## src/rtl/cube_root.sv

```systemverilog
// cube_root: iterative integer cube root, y_bo = floor(cbrt(a_bi)).
//
// Uses the digit-by-digit restoring algorithm. Each of the IN_W/3 result
// bits takes OUT_W+2 cycles: one PREP cycle, OUT_W shift-add multiplier
// cycles and one SUB cycle. No hard multipliers are used.
//
// Optional feature macro: CUBE_ROOT_REM_EN adds the r_bo remainder port.
//
// Ports:
//   clk_i    in   1      clock, rising edge
//   rst_i    in   1      synchronous reset, active-high
//   a_bi     in   IN_W   unsigned radicand, sampled on the accepting edge
//   start_i  in   1      start request, honoured only when idle
//   busy_o   out  1      high while a computation is in progress
//   y_bo     out  OUT_W  result, held between completions
//   r_bo     out  IN_W   remainder a_bi - y_bo^3 (CUBE_ROOT_REM_EN only)
//
// state | meaning
// ------+----------------------------------------------------------
// IDLE  | waiting for start_i; outputs hold the last result
// PREP  | double y, load multiplier with 2y and 2y+1
// MUL   | one multiplier bit per cycle, acc = 2y*(2y+1)
// SUB   | trial-subtract (3*acc+1)<<s, decide the next result bit

module cube_root #(
    parameter int IN_W = 24,
    localparam int OUT_W = IN_W / 3
) (
    input  logic             clk_i,
    input  logic             rst_i,
    input  logic [IN_W-1:0]  a_bi,
    input  logic             start_i,
    output logic             busy_o,
    output logic [OUT_W-1:0] y_bo
`ifdef CUBE_ROOT_REM_EN
    ,
    output logic [IN_W-1:0]  r_bo
`endif
);

    localparam int S_W   = $clog2(IN_W);
    localparam int C_W   = (OUT_W > 1) ? $clog2(OUT_W) : 1;
    localparam int ACC_W = 2 * OUT_W;
    localparam int B_W   = IN_W + 2 * OUT_W + 3;

    typedef enum logic [1:0] {
        IDLE,
        PREP,
        MUL,
        SUB
    } state_t;

    state_t state;
    state_t state_nxt;

    logic [IN_W-1:0]  x;
    logic [OUT_W-1:0] y;
    logic [S_W-1:0]   s;
    logic [OUT_W-1:0] mcand;
    logic [OUT_W-1:0] mplier;
    logic [ACC_W-1:0] acc;
    logic [C_W-1:0]   cnt;

    logic [ACC_W-1:0] step;
    logic [B_W-1:0]   b_val;
    logic             x_ge;
    logic [IN_W-1:0]  x_sub;
    logic [OUT_W-1:0] y_inc;

    wire mul_last = (cnt == C_W'(OUT_W - 1));
    wire s_zero   = (s == '0);

    // State register
    always_ff @(posedge clk_i) begin
        if (rst_i) state <= IDLE;
        else       state <= state_nxt;
    end

    // Next-state logic
    always_comb begin
        state_nxt = state;
        unique case (state)
            IDLE:    if (start_i) state_nxt = PREP;
            PREP:    state_nxt = MUL;
            MUL:     if (mul_last) state_nxt = SUB;
            SUB:     state_nxt = s_zero ? IDLE : PREP;
            default: state_nxt = IDLE;
        endcase
    end

    // Output logic
    always_comb begin
        busy_o = (state != IDLE);
    end

    // Shifted partial product for the current multiplier bit
    assign step  = ACC_W'(mcand) << cnt;

    // 3*acc+1 built from shift-add, then aligned to the current digit.
    // Wide enough that the shift never drops bits, so the compare is exact.
    assign b_val = ((B_W'(acc) << 1) + B_W'(acc) + B_W'(1)) << s;
    assign x_ge  = (B_W'(x) >= b_val);
    // Only used when x_ge, in which case b_val fits in IN_W bits.
    assign x_sub = x - b_val[IN_W-1:0];
    assign y_inc = y + OUT_W'(x_ge);

    // Datapath
    always_ff @(posedge clk_i) begin
        if (rst_i) begin
            x      <= '0;
            y      <= '0;
            s      <= '0;
            mcand  <= '0;
            mplier <= '0;
            acc    <= '0;
            cnt    <= '0;
            y_bo   <= '0;
`ifdef CUBE_ROOT_REM_EN
            r_bo   <= '0;
`endif
        end else begin
            unique case (state)
                IDLE: begin
                    if (start_i) begin
                        x <= a_bi;
                        y <= '0;
                        s <= S_W'(IN_W - 3);
                    end
                end
                PREP: begin
                    y      <= y << 1;
                    mcand  <= y << 1;
                    mplier <= (y << 1) + OUT_W'(1);
                    acc    <= '0;
                    cnt    <= '0;
                end
                MUL: begin
                    if (mplier[cnt]) acc <= acc + step;
                    cnt <= cnt + C_W'(1);
                end
                SUB: begin
                    if (x_ge) begin
                        x <= x_sub;
                        y <= y_inc;
                    end
                    if (s_zero) begin
                        y_bo <= y_inc;
`ifdef CUBE_ROOT_REM_EN
                        r_bo <= x_ge ? x_sub : x;
`endif
                    end else begin
                        s <= s - S_W'(3);
                    end
                end
                default: ;
            endcase
        end
    end

endmodule
```

## config.mk

```make
export PLATFORM = sky130hd
export DESIGN_NAME = cube_root
export DESIGN_NICKNAME = d
export VERILOG_FILES = /design/src/rtl/cube_root.sv
export SDC_FILE = /design/constraint.sdc
export NUM_CORES = 1
export LEC_CHECK = 0
export ABC_CLOCK_PERIOD_IN_PS = 14690
export CELL_PAD_IN_SITES_DETAIL_PLACEMENT = 1
export CELL_PAD_IN_SITES_GLOBAL_PLACEMENT = 1
export CORE_ASPECT_RATIO = 0.9
export CORE_MARGIN = 4
export CORE_UTILIZATION = 50
export DETAILED_ROUTE_END_ITERATION = 10
export PLACE_DENSITY = 0.85
export SYNTH_ARGS = -nofsm -noshare
export SYNTH_HDL_FRONTEND = slang
export SYNTH_SLANG_ARGS = --single-unit
```

## constraint.sdc

```tcl
create_clock -name clk_i -period 14.69 [get_ports clk_i]
set_input_delay 2.938 -clock clk_i [delete_from_list [all_inputs] [get_ports clk_i]]
set_output_delay 2.938 -clock clk_i [all_outputs]
set_load 0.005 [all_outputs]
```

Yosys cells after proc, flatten, opt, wreduce, memory -nomap -nowiden
Index checks and enable logic that the tools add are counted.

Add/sub/neg operators: 8. $lt $le $gt $ge: 2. Equality and inequality tests: 9. Shift-type cells: 2. Multiplexer cells: 18. Reduce and logical (&&, ||, !) cells: 12.

Operators by type and width (number): $mux 24 (2); $pmux 24 s2 (1); $ge 24x43->1 (1); $shl 19x5->43 (1); $pmux 16 s2 (1); $pmux 8 s3 (1); $sub 24x24->24 (1); $add 18x1->19 const B (1); $add 17x16->18 (1); $add 16x16->16 (1); $mux 16 (1); $mux 8 (2); $shl 8x3->16 (1); $mux 5 (2); $ne 2x2->1 const B (5); $pmux 5 s2 (1); $reduce_and 3->1 (3); $add 8x1->8 (1); $add 8x1->8 const B (1); $pmux 2 s4 (1); $pmux 3 s2 (1); $reduce_and 2->1 (3); $reduce_bool 2->1 (3); $logic_not 5->1 (1); other kinds (11) (14).

Flip-flop bits (word level): 81. Input port bits: 27. Output and inout bits: 9.

Depth between registers and ports, before layout
Gate-level depths: netlist of the first run.

Depth in word-level cells: 7. Depth in mapped cells: 31. Mapped depth without buffers: 30.

Least setup slack after synthesis of the first run
No wires, ideal clock.

Path type: register to register. From: reg acc[2]. To: reg y[6]. Library setup time: 0.072 ns. Arrival: 5.726 ns. Required time: 14.618 ns. Setup slack: 8.892 ns. Stages on the path, launching flop included: 29. Path buffers: 0. Clock period less this slack: 5.798 ns. Path through: dfxtp_1 fa_1 a21o_2 a211oi_2 o21ai_0 nor3b_1 a2111oi_2 nand2_1 mux4_2 a21oi_1 ha_1 a21o_1 a21o_1 a21oi_1 nor2_1 o41ai_1 nand3_1 a31oi_1 a2111oi_2 and2_1 and2_1 ha_1 ha_1 nand3_1 nor2_1 xnor2_1 o21ai_0 nand2_1 mux2i_1.

Longest elaborated chain between the ends: 7. Elaborated cells on any way between the ends: 9.

Ends and longest elaborated chain: start: declaration (line 61) `logic [ACC_W-1:0] acc;`; start signal: assignment (line 138) `if (mplier[cnt]) acc <= acc + step;`; $add 17x16->18 * (line 101) `assign b_val = ((B_W'(acc) << 1) + B_W'(acc) + B_W'(1)) << s;`; $add 18x1->19 * (line 101); $shl 19x5->43 * (line 101); $ge 24x43->1 * (line 102) `assign x_ge = (B_W'(x) >= b_val);`; $add 8x1->8 (line 105) `assign y_inc = y + OUT_W'(x_ge);`; $mux 8 (line 142) `if (x_ge) begin`; $pmux 8 s3 (line 122) `unique case (state)`; end signal: assignment (line 131) `y <= y << 1;`; end signal: assignment (line 144) `y <= y_inc;`; end: declaration (line 57) `logic [OUT_W-1:0] y;`.

Mark *: on every way between the ends. The rest lies on a longest branch, timed or not. The select of a mux whose other input is x is not followed. A chain may end at the register's enable or synchronous reset.

Final worst setup path of the first run
From: reg acc[2]. To: reg y[7].

The elaborated chain is that of the path after synthesis.

==> results of run 1 <==
-- state kept, by name, indices dropped and copies added (netlist names) --
name,count
mplier,8
y,8
cnt,3
state,2
acc,15
y_bo,8
x,24
s,5
-- stage by stage --
stage,instance area (sq um),instances
5_1_grt,8700,1261
6_report,8700,1261
3_5_place_dp,8370,1245
2_1_floorplan,7980,1062
4_1_cts,8700,1261
3_3_place_gp,8370,1245
-- final timing paths --
kind,start,endpoint,slack (ps),cells past startpoint
hold reg to reg,x[7]$_SDFFE_PP0P_,x[7]$_SDFFE_PP0P_,480,2
setup / recovery,acc[2]$_SDFFE_PP0P_,y[7]$_SDFFE_PP0P_,7900,28
hold / removal,x[7]$_SDFFE_PP0P_,x[7]$_SDFFE_PP0P_,480,2
setup reg to reg,acc[2]$_SDFFE_PP0P_,y[7]$_SDFFE_PP0P_,7900,28
-- power groups by stage --
stage | clock network, mW | logic, mW | registers [mW]
6_report | 0.254 | 0.985 | 0.274
5_1_grt | 0.265 | 1.08 | 0.279
4_1_cts | 0.257 | 0.965 | 0.273
3_5_place_dp | 0 | 0.946 | 0.277
3_3_place_gp | 0 | 0.915 | 0.276
2_1_floorplan | 0 | 0.729 | 0.259
-- cell families (layout without fill, tap and decap cells) --
| logic type | count (synthesis) | count (layout) | synth area share [%] |
|---|---|---|---|
| buffers and inverters | 101 | 98 | 5.29 |
| AND/OR/NAND/NOR | 358 | 358 | 21.2 |
| adder cells (fa/ha/maj) | 67 | 67 | 10.8 |
| AO/OA/AOI/OAI | 363 | 363 | 31.6 |
| XOR/XNOR | 42 | 42 | 4.61 |
| flip-flops | 73 | 73 | 18.3 |
| multiplexers | 57 | 57 | 8.16 |
| other | 1 | 1 | 0.0470 |
-- cell type report --
| type | instances | area (sq um) |
|---|---|---|
| Timing Repair Buffer | 47 | 435 |
| Multi-Input combinational cell | 888 | 6090 |
| Fill cell | 1937 | 6850 |
| Clock inverter | 7 | 101 |
| Sequential cell | 73 | 1460 |
| Inverter | 35 | 131 |
| Tap cell | 202 | 253 |
| Clock buffer | 9 | 225 |
-- per-layer routing --
layer	part of all wire (%)	vias to the layer above	track usage (%)
met4	1.7	0	6.61
met3	6.1	44	5.86
met2	45	251	47.9
met1	47	4087	41.2
met5	0	-	0
li1	-	3957	-
-- layout by cell type (no fill, tap or decap), types with 5 or more instances in the layout --
master,n
sky130_fd_sc_hd__buf_4,12
sky130_fd_sc_hd__clkbuf_16,9
sky130_fd_sc_hd__o31a_1,5
sky130_fd_sc_hd__o21bai_1,9
sky130_fd_sc_hd__clkdlybuf4s50_1,34
sky130_fd_sc_hd__nand2b_1,20
sky130_fd_sc_hd__nor4_1,6
sky130_fd_sc_hd__inv_1,32
sky130_fd_sc_hd__o21ai_0,52
sky130_fd_sc_hd__a31oi_1,38
sky130_fd_sc_hd__and3_1,13
sky130_fd_sc_hd__a21o_1,27
sky130_fd_sc_hd__mux2i_1,44
sky130_fd_sc_hd__nor3_1,24
sky130_fd_sc_hd__a22oi_1,14
sky130_fd_sc_hd__ha_1,64
sky130_fd_sc_hd__a2111oi_0,5
sky130_fd_sc_hd__or3_1,8
sky130_fd_sc_hd__nor3b_1,6
sky130_fd_sc_hd__a211oi_1,33
sky130_fd_sc_hd__and2_1,10
sky130_fd_sc_hd__mux2_2,6
sky130_fd_sc_hd__o31ai_1,6
sky130_fd_sc_hd__xor2_1,11
sky130_fd_sc_hd__xnor2_1,31
sky130_fd_sc_hd__nand2_1,106
sky130_fd_sc_hd__o21a_1,8
sky130_fd_sc_hd__o22ai_1,11
sky130_fd_sc_hd__o211ai_1,15
sky130_fd_sc_hd__nand3_1,22
sky130_fd_sc_hd__dfxtp_1,73
sky130_fd_sc_hd__nor2b_1,10
sky130_fd_sc_hd__a21oi_1,74
sky130_fd_sc_hd__nand4_1,11
sky130_fd_sc_hd__mux4_2,5
sky130_fd_sc_hd__nor2_1,108
-- critical path: cells and delay by family, from the launching register on --
| family | cells | cell delay (ps) |
|---|---|---|
| XOR/XNOR | 1 | 130 |
| adder cells (fa/ha/maj) | 3 | 900 |
| multiplexers | 2 | 690 |
| AND/OR/NAND/NOR | 9 | 1280 |
| AO/OA/AOI/OAI | 13 | 3220 |
| flip-flops | 1 | 520 |
==> results_dict.tcl, run 1 <==
set metrics [dict create \
    wl_per_cell_microns 21.2 \
    timing_max_transition_violations_final 0 \
    vias_per_cell 6.61 \
    initial_core_util_pct 51.3 \
    critPathSlowestCell "sky130_fd_sc_hd__mux4_2" \
    power.share.switching_pct 49.1 \
    design.final.nets 1148 \
    async_reset_ff_share_pct 0 \
    final.setup.worst_slack_ps 7900 \
    cts.root.buffer_cell "sky130_fd_sc_hd__clkbuf_16" \
    criticalPathCategory "register to register" \
    cts.path.max_buffers 2 \
    ys_dominant_reg_cell "sky130_fd_sc_hd__dfxtp_1" \
    detailroute.via_count 8339 \
    clkPwrFrac_pct 16.8 \
    route.final.wire_length_mm 26.7 \
    final_period_minus_worst_setup_slack_ps 6790 \
    hold_violations 0 \
    combinationalPowerShare_pct 65.1 \
    outcome "finished clean" \
    tritoncts "yes" \
    floorplan.core_area_sq_mm 0.0155 \
    antenna_violations_before_repair 0 \
    number_of_flops_mapped_to_enable_cells_by_yosys 0 \
    first_global_vias 8411 \
    detailedRoute.firstPassIterationCount 4 \
    synthToLayoutAreaGrowth_pct 9.08 \
    worst_setup_path_end_kind "register" \
    skew_ps 8.63 \
    power.share.sequential_pct 18.1 \
    p_switching_uw 743 \
    remaining_overflow_grt 0 \
    ant_nets 0 \
    path_max_fanout 9 \
    hold_buffers 0 \
    utilization_pct 56.0 \
    setup_repair_after_global_routing_missed_its_margin "no" \
    yosysWarnings 0 \
    critPathMaxStageDelay_ps 540 \
    syn_avg_cell_area_sq_um 7.51 \
    clock_sinks 73 \
    remaining_drc_errors 0 \
    synth.area.top_cells "sky130_fd_sc_hd__dfxtp_1 18%, sky130_fd_sc_hd__ha_1 10%, sky130_fd_sc_hd__mux2i_1 5.5%" \
    worst_setup_path_start_kind "register" \
    static_leakage_power_nw 3.38 \
    period_share_pct 46.2 \
    synthesis.area_sq_mm 0.00798 \
    grt_start_max_net_pins 68 \
    synth_cell_type_count 87 \
    synthesized_net_count 1156 \
    setup-violations-final 0 \
    place.port_buffers 35 \
    number_of_placement_rows 43 \
    seq_area_frac_synth_pct 18.3 \
    fmax_mhz 147 \
    yosys.cell_count.top_type "sky130_fd_sc_hd__nor2_1" \
    worst-endpoint-required_ps 14970 \
    ios 36 \
    place_ws_ps 8090 \
    grt_first_pass_wirelength_mm 44.2 \
    post-synth-top-area-cell "sky130_fd_sc_hd__dfxtp_1" \
    num_antenna_cells 0 \
    hold_path_class "register to register" \
    postCtsResizedCells 0 \
    worstSkewPairLatency_ps 350 \
    design.die.area_sq_mm 0.0180 \
    post_synth_inst_count 1062 \
    powerDensity_mw_per_mm2 174 \
    power.ir.vdd_worst_uv 89.4 \
    hpwlAfterDp_mm 19.6 \
    groute.usage.overall_pct 29.7 \
    ctsHtreeMaxLevel 3 \
    fin_worst_hold_slack_ps 482 \
    tns_ps 0 \
    chipWidth_microns 141 \
    synth-seq-cells 73 \
    clock_transition_at_the_registers_of_the_reported_paths_ps 70 \
    timing.slew.headroom_pct 36.7 \
    drive_gt1_share_pct 6.14 \
    postCtsSetupRepairBufs 0 \
    fraction_of_post_synthesis_cell_area_in_the_top_cell_type_by_area_pct 18.3 \
    total_power_mw 1.51 \
    drv_cap 0 \
    chipHeight_microns 128 \
    worst-slew-pin-transition_ps 945 \
    cts_buffers 9 \
    synth.top_cells.by_count "108 x sky130_fd_sc_hd__nor2_1, 106 x sky130_fd_sc_hd__nand2_1, 74 x sky130_fd_sc_hd__a21oi_1" \
    cp_data_arrival_time_ps 7070 \
    routabilityCongestion 0.966 \
    drt_first_iter_violations 793 \
    power.internal_uw 770 \
]
Power figures use the tool's default switching activity.
==> inputs of run 2 (changes only) <==
==> config.mk (replaced) <==
export PLATFORM = sky130hd
export DESIGN_NAME = cube_root
export DESIGN_NICKNAME = d
export VERILOG_FILES = /design/src/rtl/cube_root.sv
export SDC_FILE = /design/constraint.sdc
export NUM_CORES = 1
export LEC_CHECK = 0
export ABC_CLOCK_PERIOD_IN_PS = 6700
export CELL_PAD_IN_SITES_DETAIL_PLACEMENT = 1
export CELL_PAD_IN_SITES_GLOBAL_PLACEMENT = 1
export CORE_ASPECT_RATIO = 0.9
export CORE_MARGIN = 4
export CORE_UTILIZATION = 47
export DETAILED_ROUTE_END_ITERATION = 10
export PLACE_DENSITY = 0.81
export SYNTH_ARGS = -nofsm -noshare
export SYNTH_HDL_FRONTEND = slang
export SYNTH_SLANG_ARGS = --single-unit
==> constraint.sdc (replaced) <==
create_clock -name clk_i -period 6.7 [get_ports clk_i]
set_input_delay 1.34 -clock clk_i [delete_from_list [all_inputs] [get_ports clk_i]]
set_output_delay 1.34 -clock clk_i [all_outputs]
set_load 0.005 [all_outputs]
==> run 2 against run 1 <==
Effect of this change:
- count of clock-buffer cells in the layout grew 2
- hold slack lost 3.3 ps
- power grew 120%
- worst setup slack lost 7600 ps
- sequential power grew 120%
- flip-flop and latch count is the same
- clock power grew 88%
- core utilization shrank 0.50 points
==> results_dict.tcl, run 2 (synthesized netlist as in run 1, its figures left out) <==
set metrics [dict create \
    outcome "finished clean" \
    synthToLayoutAreaGrowth_pct 14.1 \
    ctsHtreeMaxLevel 3 \
    ios 36 \
    remaining_overflow_grt 0 \
    final.setup.worst_slack_ps 323 \
    timing.slew.headroom_pct 36.1 \
    power.share.switching_pct 49.7 \
    worstSkewPairLatency_ps 350 \
    number_of_placement_rows 44 \
    worst_setup_path_end_kind "register" \
    antenna_violations_before_repair 0 \
    remaining_drc_errors 0 \
    top_regs "x x24, acc x15" \
    grt_start_max_net_pins 68 \
    cp_data_arrival_time_ps 6610 \
    drv_cap 0 \
    initial_core_util_pct 48.6 \
    worst-endpoint-required_ps 6940 \
    static_leakage_power_nw 3.55 \
    hold_path_class "register to register" \
    hold_violations 0 \
    vias_per_cell 6.55 \
    chipHeight_microns 132 \
    path_max_fanout 9 \
    power.internal_mw 1.68 \
    clock_sinks 73 \
    grt_first_pass_wirelength_mm 44.8 \
    num_antenna_cells 0 \
    criticalPathCategory "register to register" \
    place.port_buffers 35 \
    groute.usage.overall_pct 27.8 \
    critPathSlowestCell "sky130_fd_sc_hd__mux4_2" \
    combinationalPowerShare_pct 67.6 \
    final_period_minus_worst_setup_slack_ps 6380 \
    cts_buffers 9 \
    power.share.sequential_pct 18.1 \
    routabilityCongestion 0.974 \
    fmax_mhz 157 \
    holdCritStartpoint "y[7]$_SDFFE_PP0P_" \
    chipWidth_microns 145 \
    p_switching_mw 1.66 \
    route.final.wire_length_mm 27.7 \
    clkPwrFrac_pct 14.3 \
    floorplan.core_area_sq_mm 0.0164 \
    place_ws_ps 47.8 \
    design.die.area_sq_mm 0.0191 \
    tritoncts "yes" \
    final_cell_mix "107 x sky130_fd_sc_hd__nor2_1, 106 x sky130_fd_sc_hd__nand2_1, 71 x sky130_fd_sc_hd__a21oi_1, 71 x sky130_fd_sc_hd__dfxtp_1, 59 x sky130_fd_sc_hd__ha_1" \
    setup-violations-final 0 \
    drive_gt1_share_pct 11.2 \
    registers.top_by_ff_count "x" \
    detailedRoute.firstPassIterationCount 5 \
    drt_first_iter_violations 702 \
    hpwlAfterDp_mm 19.9 \
    detailroute.via_count 8491 \
    design.final.nets 1179 \
    fin_worst_hold_slack_ps 479 \
    critical_path.startpoint "acc[6]$_SDFFE_PP0P_" \
    power.ir.vdd_worst_uv 234 \
    timing_max_transition_violations_final 0 \
    tns_ps 0 \
    powerDensity_mw_per_mm2 366 \
    skew_ps 11.2 \
    largest_register_ffs 24 \
    period_share_pct 95.2 \
    wl_per_cell_microns 21.4 \
    cts.root.buffer_cell "sky130_fd_sc_hd__clkbuf_16" \
    final_common_cell "sky130_fd_sc_hd__nor2_1" \
    critPathMaxStageDelay_ps 490 \
    clock_transition_at_the_registers_of_the_reported_paths_ps 70 \
    first_global_vias 8462 \
    worst_setup_path_start_kind "register" \
    cts.path.max_buffers 2 \
    ant_nets 0 \
    worst-slew-pin-transition_ps 955 \
    critical_path.reg2reg.startpoint "acc[6]$_SDFFE_PP0P_" \
]
run 2: cell count changes in the layout (fill, tap and decap cells not counted), moves of 3 or more:
cell	before	now
sky130_fd_sc_hd__ha_1	64	59
sky130_fd_sc_hd__o21ai_1	3	6
sky130_fd_sc_hd__buf_4	12	43
sky130_fd_sc_hd__a21oi_1	74	71
sky130_fd_sc_hd__o21ai_0	52	47
sky130_fd_sc_hd__ha_2	0	3
sky130_fd_sc_hd__nor3_2	0	3
sky130_fd_sc_hd__nor3_1	24	21
run 2: path summary, 6_finish.rpt:
path         cells past startpoint  slack [ps]                 to
max                             29         320  y[7]$_SDFFE_PP0P_
min                              2         480  y[7]$_SDFFE_PP0P_
max reg2reg                     29         320  y[7]$_SDFFE_PP0P_
min reg2reg                      2         480  y[7]$_SDFFE_PP0P_
run 2: layout make-up:
cell class	instances	area, sq um
Clock inverter	5	38.8
Inverter	35	131
Timing Repair Buffer	78	668
Multi-Input combinational cell	888	6290
Tap cell	207	259
Fill cell	2050	7310
Sequential cell	73	1460
Clock buffer	11	243
run 2: critical path, delay by kind of cell (launching register included):
kind,cells,cell delay [ps]
buffers and inverters,1,200
AND/OR/NAND/NOR,10,1450
adder cells (fa/ha/maj),3,900
flip-flops,1,370
AO/OA/AOI/OAI,12,2570
XOR/XNOR,1,190
multiplexers,2,580
run 2: timing repair:
item,in CTS,in global routing
resized for setup,1,41
buffers inserted,0,8
pin swaps,0,9
endpoints found under the setup margin,2,15
hold buffers,0,0
run 2: power by group through the flow:
stage	combinational (mW)	sequential (mW)	clock, mW
final	2.25	0.603	0.478
after global routing	2.45	0.614	0.499
after CTS	2.16	0.602	0.483
after detailed placement	2.11	0.610	0
after global placement	2.05	0.607	0
after floorplan	1.60	0.568	0
run 2: through the flow:
stage / total power, mW / util (%) / cells / area, sq um
finish: 3.33 / 55.5 / 1297 / 9100
global route: 3.57 / 55.5 / 1297 / 9100
CTS: 3.24 / 53.9 / 1289 / 8840
detailed placement: 2.72 / 52.1 / 1273 / 8550
global placement: 2.66 / 52.1 / 1273 / 8550
floorplan: 2.17 / - / 1062 / 7980
run 2: layer usage:
| layer | vias to the layer above | global-route usage (%) | part of all wire [%] |
|---|---|---|---|
| met5 | - | 0 | 0 |
| met4 | 0 | 6.17 | 1.1 |
| met3 | 26 | 5.30 | 5.7 |
| met2 | 225 | 43.9 | 46 |
| met1 | 4219 | 39.6 | 47 |
| li1 | 4021 | - | - |
